===== src/rtl/buzzer_sequencer.sv =====
// buzzer_sequencer: turns one-cycle event requests into timed tone-code sequences.
// Patterns: click, double click, alarm, three-note melody. Durations are counted in Tick pulses.
// Build option: define ALARM_REPEAT_EN to make the alarm loop (tone, gap, tone, ...) until
// acknowledged or preempted; left undefined, the alarm plays once and pulses Done.
module buzzer_sequencer #(
    parameter int unsigned SHORT_T = 100,
    parameter int unsigned GAP_T   = 100,
    parameter int unsigned LONG_T  = 1000,
    parameter int unsigned NOTE_T  = 200,
    parameter int unsigned CW      = 10
) (
    input  logic       Clk,
    input  logic       Rst,
    input  logic       Tick,
    input  logic       Req,
    input  logic [1:0] ReqType,
    input  logic       Ack,
    output logic [1:0] Bu,
    output logic       Busy,
    output logic       Done,
    output logic       Drop
);

    typedef enum logic [1:0] {StIdle, StTone, StGap} state_e;

    localparam logic [1:0] TypeClick  = 2'b00;
    localparam logic [1:0] TypeDouble = 2'b01;
    localparam logic [1:0] TypeAlarm  = 2'b10;
    localparam logic [1:0] TypeMelody = 2'b11;

    localparam logic [CW-1:0] LpShort = CW'(SHORT_T);
    localparam logic [CW-1:0] LpGap   = CW'(GAP_T);
    localparam logic [CW-1:0] LpLong  = CW'(LONG_T);
    localparam logic [CW-1:0] LpNote  = CW'(NOTE_T);
    localparam logic [CW-1:0] LpOne   = CW'(1);

    state_e        r_state,    w_state_d;
    logic [1:0]    r_cur_type, w_cur_type_d;
    logic [1:0]    r_step,     w_step_d;
    logic [CW-1:0] r_cnt,      w_cnt_d;
    logic [1:0]    r_bu,       w_bu_d;
    logic          r_done,     w_done_d;
    logic          r_drop,     w_drop_d;

    logic [1:0]    w_step_nxt;
    logic [1:0]    w_code_nxt;
    logic [CW-1:0] w_dur_nxt;
    logic          w_last;

    // Tone code of a step; 00 marks a silent gap step.
    function automatic logic [1:0] f_code(input logic [1:0] t, input logic [1:0] s);
        logic [1:0] c;
        unique case (t)
            TypeClick:  c = 2'b01;
            TypeDouble: c = (s == 2'd1) ? 2'b00 : 2'b01;
            TypeAlarm:  c = (s == 2'd0) ? 2'b10 : 2'b00;
            TypeMelody: c = (s == 2'd0) ? 2'b10 : (s == 2'd1) ? 2'b01 :
                            (s == 2'd2) ? 2'b11 : 2'b00;
            default:    c = 2'b00;
        endcase
        return c;
    endfunction

    // Duration of a step in Tick pulses.
    function automatic logic [CW-1:0] f_dur(input logic [1:0] t, input logic [1:0] s);
        logic [CW-1:0] d;
        unique case (t)
            TypeClick:  d = LpShort;
            TypeDouble: d = (s == 2'd1) ? LpGap : LpShort;
            TypeAlarm:  d = (s == 2'd0) ? LpLong : LpGap;
            TypeMelody: d = LpNote;
            default:    d = LpOne;
        endcase
        return d;
    endfunction

    // True when the step is the final one of its pattern.
    function automatic logic f_last(input logic [1:0] t, input logic [1:0] s);
        logic l;
        unique case (t)
            TypeClick:  l = 1'b1;
            TypeDouble: l = (s == 2'd2);
`ifdef ALARM_REPEAT_EN
            TypeAlarm:  l = 1'b0;
`else
            TypeAlarm:  l = 1'b1;
`endif
            TypeMelody: l = (s == 2'd2);
            default:    l = 1'b1;
        endcase
        return l;
    endfunction

    // Step successor; the repeating alarm wraps from its gap back to the tone.
    assign w_step_nxt = (r_cur_type == TypeAlarm && r_step == 2'd1) ? 2'd0 : r_step + 2'd1;
    assign w_code_nxt = f_code(r_cur_type, w_step_nxt);
    assign w_dur_nxt  = f_dur(r_cur_type, w_step_nxt);
    assign w_last     = f_last(r_cur_type, r_step);

    // State and datapath registers; reset silences the buzzer asynchronously.
    always_ff @(posedge Clk or posedge Rst) begin
        if (Rst) begin
            r_state    <= StIdle;
            r_cur_type <= 2'b00;
            r_step     <= 2'd0;
            r_cnt      <= '0;
            r_bu       <= 2'b00;
            r_done     <= 1'b0;
            r_drop     <= 1'b0;
        end else begin
            r_state    <= w_state_d;
            r_cur_type <= w_cur_type_d;
            r_step     <= w_step_d;
            r_cnt      <= w_cnt_d;
            r_bu       <= w_bu_d;
            r_done     <= w_done_d;
            r_drop     <= w_drop_d;
        end
    end

    // Next state: tick advance first, then request handling overrides it, then Ack overrides all.
    always_comb begin
        w_state_d    = r_state;
        w_cur_type_d = r_cur_type;
        w_step_d     = r_step;
        w_cnt_d      = r_cnt;
        w_bu_d       = r_bu;
        w_done_d     = 1'b0;
        w_drop_d     = 1'b0;

        if (r_state != StIdle && Tick) begin
            if (r_cnt == LpOne) begin
                if (w_last) begin
                    w_state_d = StIdle;
                    w_step_d  = 2'd0;
                    w_cnt_d   = '0;
                    w_bu_d    = 2'b00;
                    w_done_d  = 1'b1;
                end else begin
                    w_step_d  = w_step_nxt;
                    w_cnt_d   = w_dur_nxt;
                    w_bu_d    = w_code_nxt;
                    w_state_d = (w_code_nxt == 2'b00) ? StGap : StTone;
                end
            end else begin
                w_cnt_d = r_cnt - LpOne;
            end
        end

        if (Req) begin
            if (r_state == StIdle || ReqType >= r_cur_type) begin
                // Restart from step 0; a preempted pattern never reports Done.
                w_state_d    = StTone;
                w_cur_type_d = ReqType;
                w_step_d     = 2'd0;
                w_cnt_d      = f_dur(ReqType, 2'd0);
                w_bu_d       = f_code(ReqType, 2'd0);
                w_done_d     = 1'b0;
            end else begin
                // Rejected request leaves the running pattern (and its tick count) alone.
                w_drop_d = 1'b1;
            end
        end

        if (Ack) begin
            w_state_d = StIdle;
            w_step_d  = 2'd0;
            w_cnt_d   = '0;
            w_bu_d    = 2'b00;
            w_done_d  = 1'b0;
            w_drop_d  = 1'b0;
        end
    end

    assign Bu   = r_bu;
    assign Busy = (r_state != StIdle);
    assign Done = r_done;
    assign Drop = r_drop;

endmodule


===== config.mk =====
export PLATFORM = sky130hd
export DESIGN_NAME = buzzer_sequencer
export DESIGN_NICKNAME = d
export VERILOG_FILES = /design/src/rtl/buzzer_sequencer.sv
export SDC_FILE = /design/constraint.sdc
export NUM_CORES = 1
export LEC_CHECK = 0
export CORE_MARGIN = 2
export CORE_UTILIZATION = 34
export DETAILED_ROUTE_END_ITERATION = 8
export PLACE_DENSITY = 0.56
export SLEW_MARGIN = 20
export SYNTH_ARGS = -nofsm -noshare
export SYNTH_HDL_FRONTEND = slang
export SYNTH_SLANG_ARGS = --single-unit

===== constraint.sdc =====
create_clock -name Clk -period 5.8 [get_ports Clk]
set_clock_uncertainty 0.1 [all_clocks]
set_input_delay 0.58 -clock Clk [delete_from_list [all_inputs] [get_ports Clk]]
set_output_delay 0.58 -clock Clk [all_outputs]
set_load 0.005 [all_outputs]

==> flow_summary_export.csv, run 1 <==
group,metric,value,unit
synth,synth_mux_area_frac,0.00814,
clock_network,cts_root_buffer,"clkbuf_4",
synth,synthCells,132,
route,avgRoutedWirePerCell,15.0,um
setup_path,crit_slowest_cell,"clkdlybuf4s50_1",
hold_path,worstHoldPathType,"flop to flop",
synth,synthDistinctLibCells,45,
route,drt_iter0_markers,42,
clock_network,cts_setup_buffers,0,
clock_network,clock_sinks,20,
placement,port_buffers,11,
synth,avgSynthCellArea,9.32,um2
setup_path,crit_chain,"clkdlybuf4s50_1 > inv_1 > ha_1 > nand2b_1 > a211oi_2 > nor2_1 > and2_1 > a221oi_2",
route,drc,0,
clock_network,cts_resized,0,
synth,synthXorXnorAreaFrac,0.0214,
synth,synth_edf_count,0,
power,ir_drop,0.104,mV
global_route,grt_overflow,0,
sta,finalHoldViolations,0,
sta,finalCritPeriodShare,0.433,
global_route,grt_max_degree,21,
cells_and_area,drive_gt1_frac,0.113,
placement,gp_congestion,0.836,
setup_path,crit_family,"buffers and inverters",
sta,tightest_slew,770,ps
cells_and_area,nNetsFinal,156,
synth,syn_nets,144,
sta,fin_hold_ws,470,ps
setup_path,path_buf_inv,2,
floorplanning,core_area,0.00342,mm2
sta,rsz0062_at_grt,"no",
sta,maxSlewHeadroom,0.486,
clock_network,clk_pin_slew,110,ps
clock_network,cts_tree,"built",
sta,setup-tns-final,0,ps
synth,synth_flop_cell,"dfrtp_1",
clock_network,cts-buffers-inserted,3,
cells_and_area,syn_to_final_growth,13.8,%
sta,worst_slack,3290,ps
route,vias,1033,
outcome,status,"completed",
setup_path,cp.required,5920,ps
clock_network,clkLatencyLatePin,300,ps
synth,synth_top_family_by_area,"simple AND/OR/NAND/NOR gates",
power,finalPower,0.301,mW
power,power.static_leakage,0.567,nW
synth,synth-seq-cells,20,
route,avgViaCountPerCell,5.49,
synth,async_flop_share,1.00,
setup_path,start_kind,"primary input",
floorplanning,die_h,64.1,um
route,firstDrtPassIters,4,
route,postRouteAntennaNets,0,
floorplanning,dieArea,0.00411,mm2
setup_path,arrival,2630,ps
clock_network,htree_levels,1,
setup_path,endpoint_kind,"flop",
global_route,antenna_found_initial,0,
global_route,grt_use_total,0.156,
synth,yosys_warnings,0,
route,wl,2.82,mm
sta,setup_viol,0,
global_route,grt_pass1_wl,4.91,mm
floorplanning,start_util,0.360,
placement,dp_hpwl,2.15,mm
global_route,grt_pass1_vias,1011,
sta,max_freq,398,MHz
setup_path,critical_path_class,"primary input to flop",
synth,synthSimpleGateAreaFrac,0.266,
floorplanning,die_x,64.1,um
synth,netlist_area,0.00123,mm2
setup_path,critical-path-max-stage-delay,550,ps
placement,dp_slack,2970,ps
floorplanning,rows,21,
clock_network,cts_max_path_buffers,2,
power,cellPowerDensity,215,mW/mm2
cells_and_area,diodes,0,
cells_and_area,fillers,371,
sta,period_minus_slack,2510,ps
synth,synth-compound-area-share,0.207,
setup_path,critPathMaxFanout,7,
sta,slew_violations,0,
floorplanning,io_pins,12,
clock_network,ctsHoldBuffers,0,
synth,ys_seq_area_frac,0.407,
job,cap_viol_max_count,0,
synth,synthAdderAreaFrac,0.0509,
worst paths after layout:
check	from	endpoint	slack [ps]	depth (start not counted)
min	r_state[1]$_DFF_PP0_	r_state[1]$_DFF_PP0_	470	2
max reg2reg	r_cur_type[0]$_DFFE_PP0P_	r_cnt[5]$_DFF_PP0_	3700	6
min in group asynchronous	Rst	r_cnt[5]$_DFF_PP0_	610	2
min reg2reg	r_state[1]$_DFF_PP0_	r_state[1]$_DFF_PP0_	470	2
max	ReqType[0]	r_cnt[5]$_DFF_PP0_	3290	8
max in group asynchronous	Rst	r_state[0]$_DFF_PP0_	4510	2
flip-flops by register name (all words and copies together), names as in the netlist:
name / count
Bu: 2
r_cnt: 10
Drop: 1
Done: 1
r_cur_type: 2
r_step: 2
r_state: 2
final cells by class:
| class | count | area, um2 | share of cell area |
|---|---|---|---|
| Inverter | 8 | 30.0 | 0.0214 |
| Timing Repair Buffer | 11 | 110 | 0.0786 |
| Sequential cell | 20 | 500 | 0.357 |
| Clock buffer | 3 | 22.5 | 0.0161 |
| Multi-Input combinational cell | 100 | 679 | 0.485 |
| Tap cell | 46 | 57.6 | 0.0411 |
logic make-up after synthesis:
group	count (synthesis)
compound gates	35
xor+xnor	3
fa+ha+maj	5
buf+inv	12
flops	20
mux	1
simple gates	56
synthesized netlist by cell type (2+ instances only):
library cell	number	share of area
nor2_2	2	0.010
nand2b_1	3	0.015
clkinv_1	2	0.0061
nor2_1	13	0.040
a211oi_2	3	0.031
nand2_1	9	0.027
and3_1	2	0.010
inv_1	5	0.015
clkbuf_1	2	0.0061
o31ai_1	3	0.018
xor2_1	2	0.014
a211oi_1	2	0.012
a31oi_1	3	0.015
o21a_1	2	0.012
nor2b_1	2	0.010
o32ai_1	2	0.014
and2_1	3	0.015
a21oi_1	9	0.037
nand3_1	6	0.024
dfrtp_1	20	0.41
ha_1	5	0.051
o21ai_0	4	0.016
nor3_1	6	0.024
per-stage QoR:
stage	util	cell area (um2)	std cells
detailed placement	0.403	1380	185
global placement	0.403	1380	185
global route	0.410	1400	188
CTS	0.410	1400	188
finish	0.410	1400	188
floorplan	-	1230	132
placed cells by master, fill, tap and decap left out, drive strengths merged, types with 2 or more instances in the layout:
| cell | instances |
|---|---|
| o31ai | 3 |
| nor3 | 6 |
| o32ai | 2 |
| a31oi | 3 |
| xor2 | 2 |
| and3 | 2 |
| nand2 | 10 |
| inv | 6 |
| nand3 | 7 |
| nand2b | 3 |
| ha | 5 |
| o21ai | 5 |
| nor2b | 2 |
| o21a | 2 |
| a21oi | 9 |
| a211oi | 5 |
| clkinv | 2 |
| and2 | 3 |
| dfrtp | 20 |
| nor4 | 3 |
| clkdlybuf4s50 | 11 |
| nor2 | 15 |
| nand4 | 2 |
| clkbuf | 3 |
worst register-to-register path: cells and delay by family (launching register included):
kind | cells | cell delay, ps
AO/OA/AOI/OAI | 2 | 570
adder cells (fa/ha/maj) | 1 | 300
flip-flops | 1 | 480
AND/OR/NAND/NOR | 3 | 570
power breakdown:
group / switching, mW / internal [mW]
clock network: 0.0436 / 0.0242
registers: 0.0124 / 0.149
logic: 0.0414 / 0.0311
per-layer routing:
metal / GRT usage / share of wire
met1: 0.229 / 0.50
met3: 0.0246 / 0.044
met2: 0.219 / 0.43
met4: 0.0851 / 0.029
met5: 0 / 0
Power figures use the tool's default switching activity.
==> run 2, diff against run 1 <==
Clock period 5.8 ns to 2.48 ns, I/O delays scaled along.
==> flow_summary_export.csv, run 2 (synthesized netlist as in run 1, its figures left out) <==
group,metric,value,unit
setup_path,crit_chain,"ha_1 > nand2b_1 > a211oi_2 > nor2_1 > nand2_1 > o32ai_1",
route,wl,2.94,mm
cells_and_area,seq_area,500,um2
setup_path,crit_slowest_cell,"dfrtp_1",
cells_and_area,final_common_cell,"dfrtp_1",
sta,maxSlewHeadroom,0.473,
setup_path,path_buf_inv,0,
clock_network,cts-buffers-inserted,3,
setup_path,critical_path_class,"flop to flop",
route,dr_wl_met2,1.32,mm
setup_path,r2r_setup_slack,360,ps
cells_and_area,syn_to_final_growth,17.4,%
route,drt_iter0_markers,34,
setup_path,worstReg2RegEnd,"r_cnt[9]$_DFF_PP0_",
placement,placed_cell_area,0.00141,mm2
placement,gp_congestion,0.897,
floorplanning,rows,21,
clock_network,cts_tree,"built",
sta,max_freq,473,MHz
route,avgViaCountPerCell,5.45,
floorplanning,die_h,64.1,um
sta,period_minus_slack,2120,ps
clock_network,cts_root_buffer,"clkbuf_4",
setup_path,crit_family,"simple AND/OR/NAND/NOR gates",
sta,worst_slack,364,ps
setup_path,endpoint_kind,"flop",
global_route,grt_pass1_wl,5.05,mm
power,ir_drop,0.278,mV
job,cap_viol_max_count,0,
sta,setup_viol,0,
sta,rsz0062_at_grt,"no",
sta,setup-tns-final,0,ps
route,met3_wirelength,125,um
sta,slew_violations,0,
cells_and_area,multiInputGateArea,679,um2
power,power.static_leakage,0.593,nW
cells_and_area,final_area,0.00144,mm2
outcome,status,"completed",
setup_path,r2r-start,"r_cur_type[0]$_DFFE_PP0P_",
cells_and_area,drive_gt1_frac,0.143,
cells_and_area,fillers,351,
sta,finalCritPeriodShare,0.853,
floorplanning,core_area,0.00342,mm2
route,drc,0,
floorplanning,io_pins,12,
global_route,grt_overflow,0,
setup_path,r2r_cells,6,
clock_network,cts_resized,0,
route,vias,1051,
clock_network,clk_pin_slew,120,ps
setup_path,critical-path-max-stage-delay,490,ps
clock_network,clock_sinks,20,
sta,tightest_slew,789,ps
cells_and_area,layout_common_cells,"dfrtp_1, nor2_1, clkdlybuf4s50_1, nand2_1, a21oi_1",
setup_path,arrival,2220,ps
global_route,grt_pass1_vias,1013,
route,routed.top_layer,"met4",
cells_and_area,diodes,0,
clock_network,cts_max_path_buffers,2,
route,firstDrtPassIters,4,
placement,dp_hpwl,2.22,mm
setup_path,cp.required,2580,ps
hold_path,worstHoldPathType,"primary input to asynchronous set/reset pin",
route,postRouteAntennaNets,0,
setup_path,critPathMaxFanout,9,
sta,finalHoldViolations,0,
floorplanning,dieArea,0.00411,mm2
power,cellPowerDensity,522,mW/mm2
floorplanning,start_util,0.360,
cells_and_area,largest_register_ffs,10,
floorplanning,die_x,64.1,um
route,avgRoutedWirePerCell,15.2,um
global_route,grt_use_total,0.161,
cells_and_area,nNetsFinal,160,
route,m1WireLength,1.41,mm
placement,port_buffers,11,
setup_path,start_kind,"flop",
global_route,antenna_found_initial,0,
placement,dp_slack,90.5,ps
cells_and_area,regMostFlops,"r_cnt",
clock_network,clkLatencyLatePin,310,ps
clock_network,htree_levels,1,
clock_network,cts_setup_buffers,0,
global_route,grt_max_degree,21,
clock_network,ctsHoldBuffers,0,
-- run 2: worst max path at each step --
stage / start / end / cells after the start
5_1_grt: r_cur_type[0]$_DFFE_PP0P_ / r_cnt[5]$_DFF_PP0_ / 6
4_1_cts: ReqType[0] / r_cnt[5]$_DFF_PP0_ / 8
2_1_floorplan: r_cur_type[0]$_DFFE_PP0P_ / r_cnt[5]$_DFF_PP0_ / 6
3_5_place_dp: ReqType[0] / r_cnt[5]$_DFF_PP0_ / 8
6_report: r_cur_type[0]$_DFFE_PP0P_ / r_cnt[9]$_DFF_PP0_ / 6
3_3_place_gp: ReqType[0] / r_cnt[5]$_DFF_PP0_ / 8
-- run 2: per-layer routing --
metal,vias to the layer above,global-route usage
li1,518,-
met3,6,0.0211
met5,-,0
met2,36,0.247
met4,0,0.0824
met1,491,0.222
-- run 2: area by class of cell --
type                    count  share of cell area
clock buffers               4              0.0251
inverters                   8              0.0208
multi-input cells         100               0.471
flip-flops and latches     20               0.347
well taps                  46              0.0399
repair buffers             15              0.0971
-- run 2: worst reg2reg max path, stage by stage (launching register included) --
cell,delay (ps)
dfrtp_1,490
ha_1,310
nand2b_1,100
a211oi_2,90
nor2_1,350
nand2_1,220
o32ai_1,350
-- run 2: per-stage QoR --
step / util / cells / total power [mW] / hold WS [ps]
floorplan: - / 132 / 0.496 / 112
global placement: 0.412 / 189 / 0.556 / 441
CTS: 0.423 / 193 / 0.757 / 328
finish: 0.423 / 193 / 0.754 / 274
global route: 0.423 / 193 / 0.800 / 348
detailed placement: 0.412 / 189 / 0.558 / 455
-- run 2: report_power, final --
part | leakage (nW) | internal [mW] | switching, mW
combinational | 0.306 | 0.0781 | 0.0987
sequential | 0.266 | 0.347 | 0.0298
clock | 0.0210 | 0.0898 | 0.110
total | 0.593 | 0.515 | 0.238
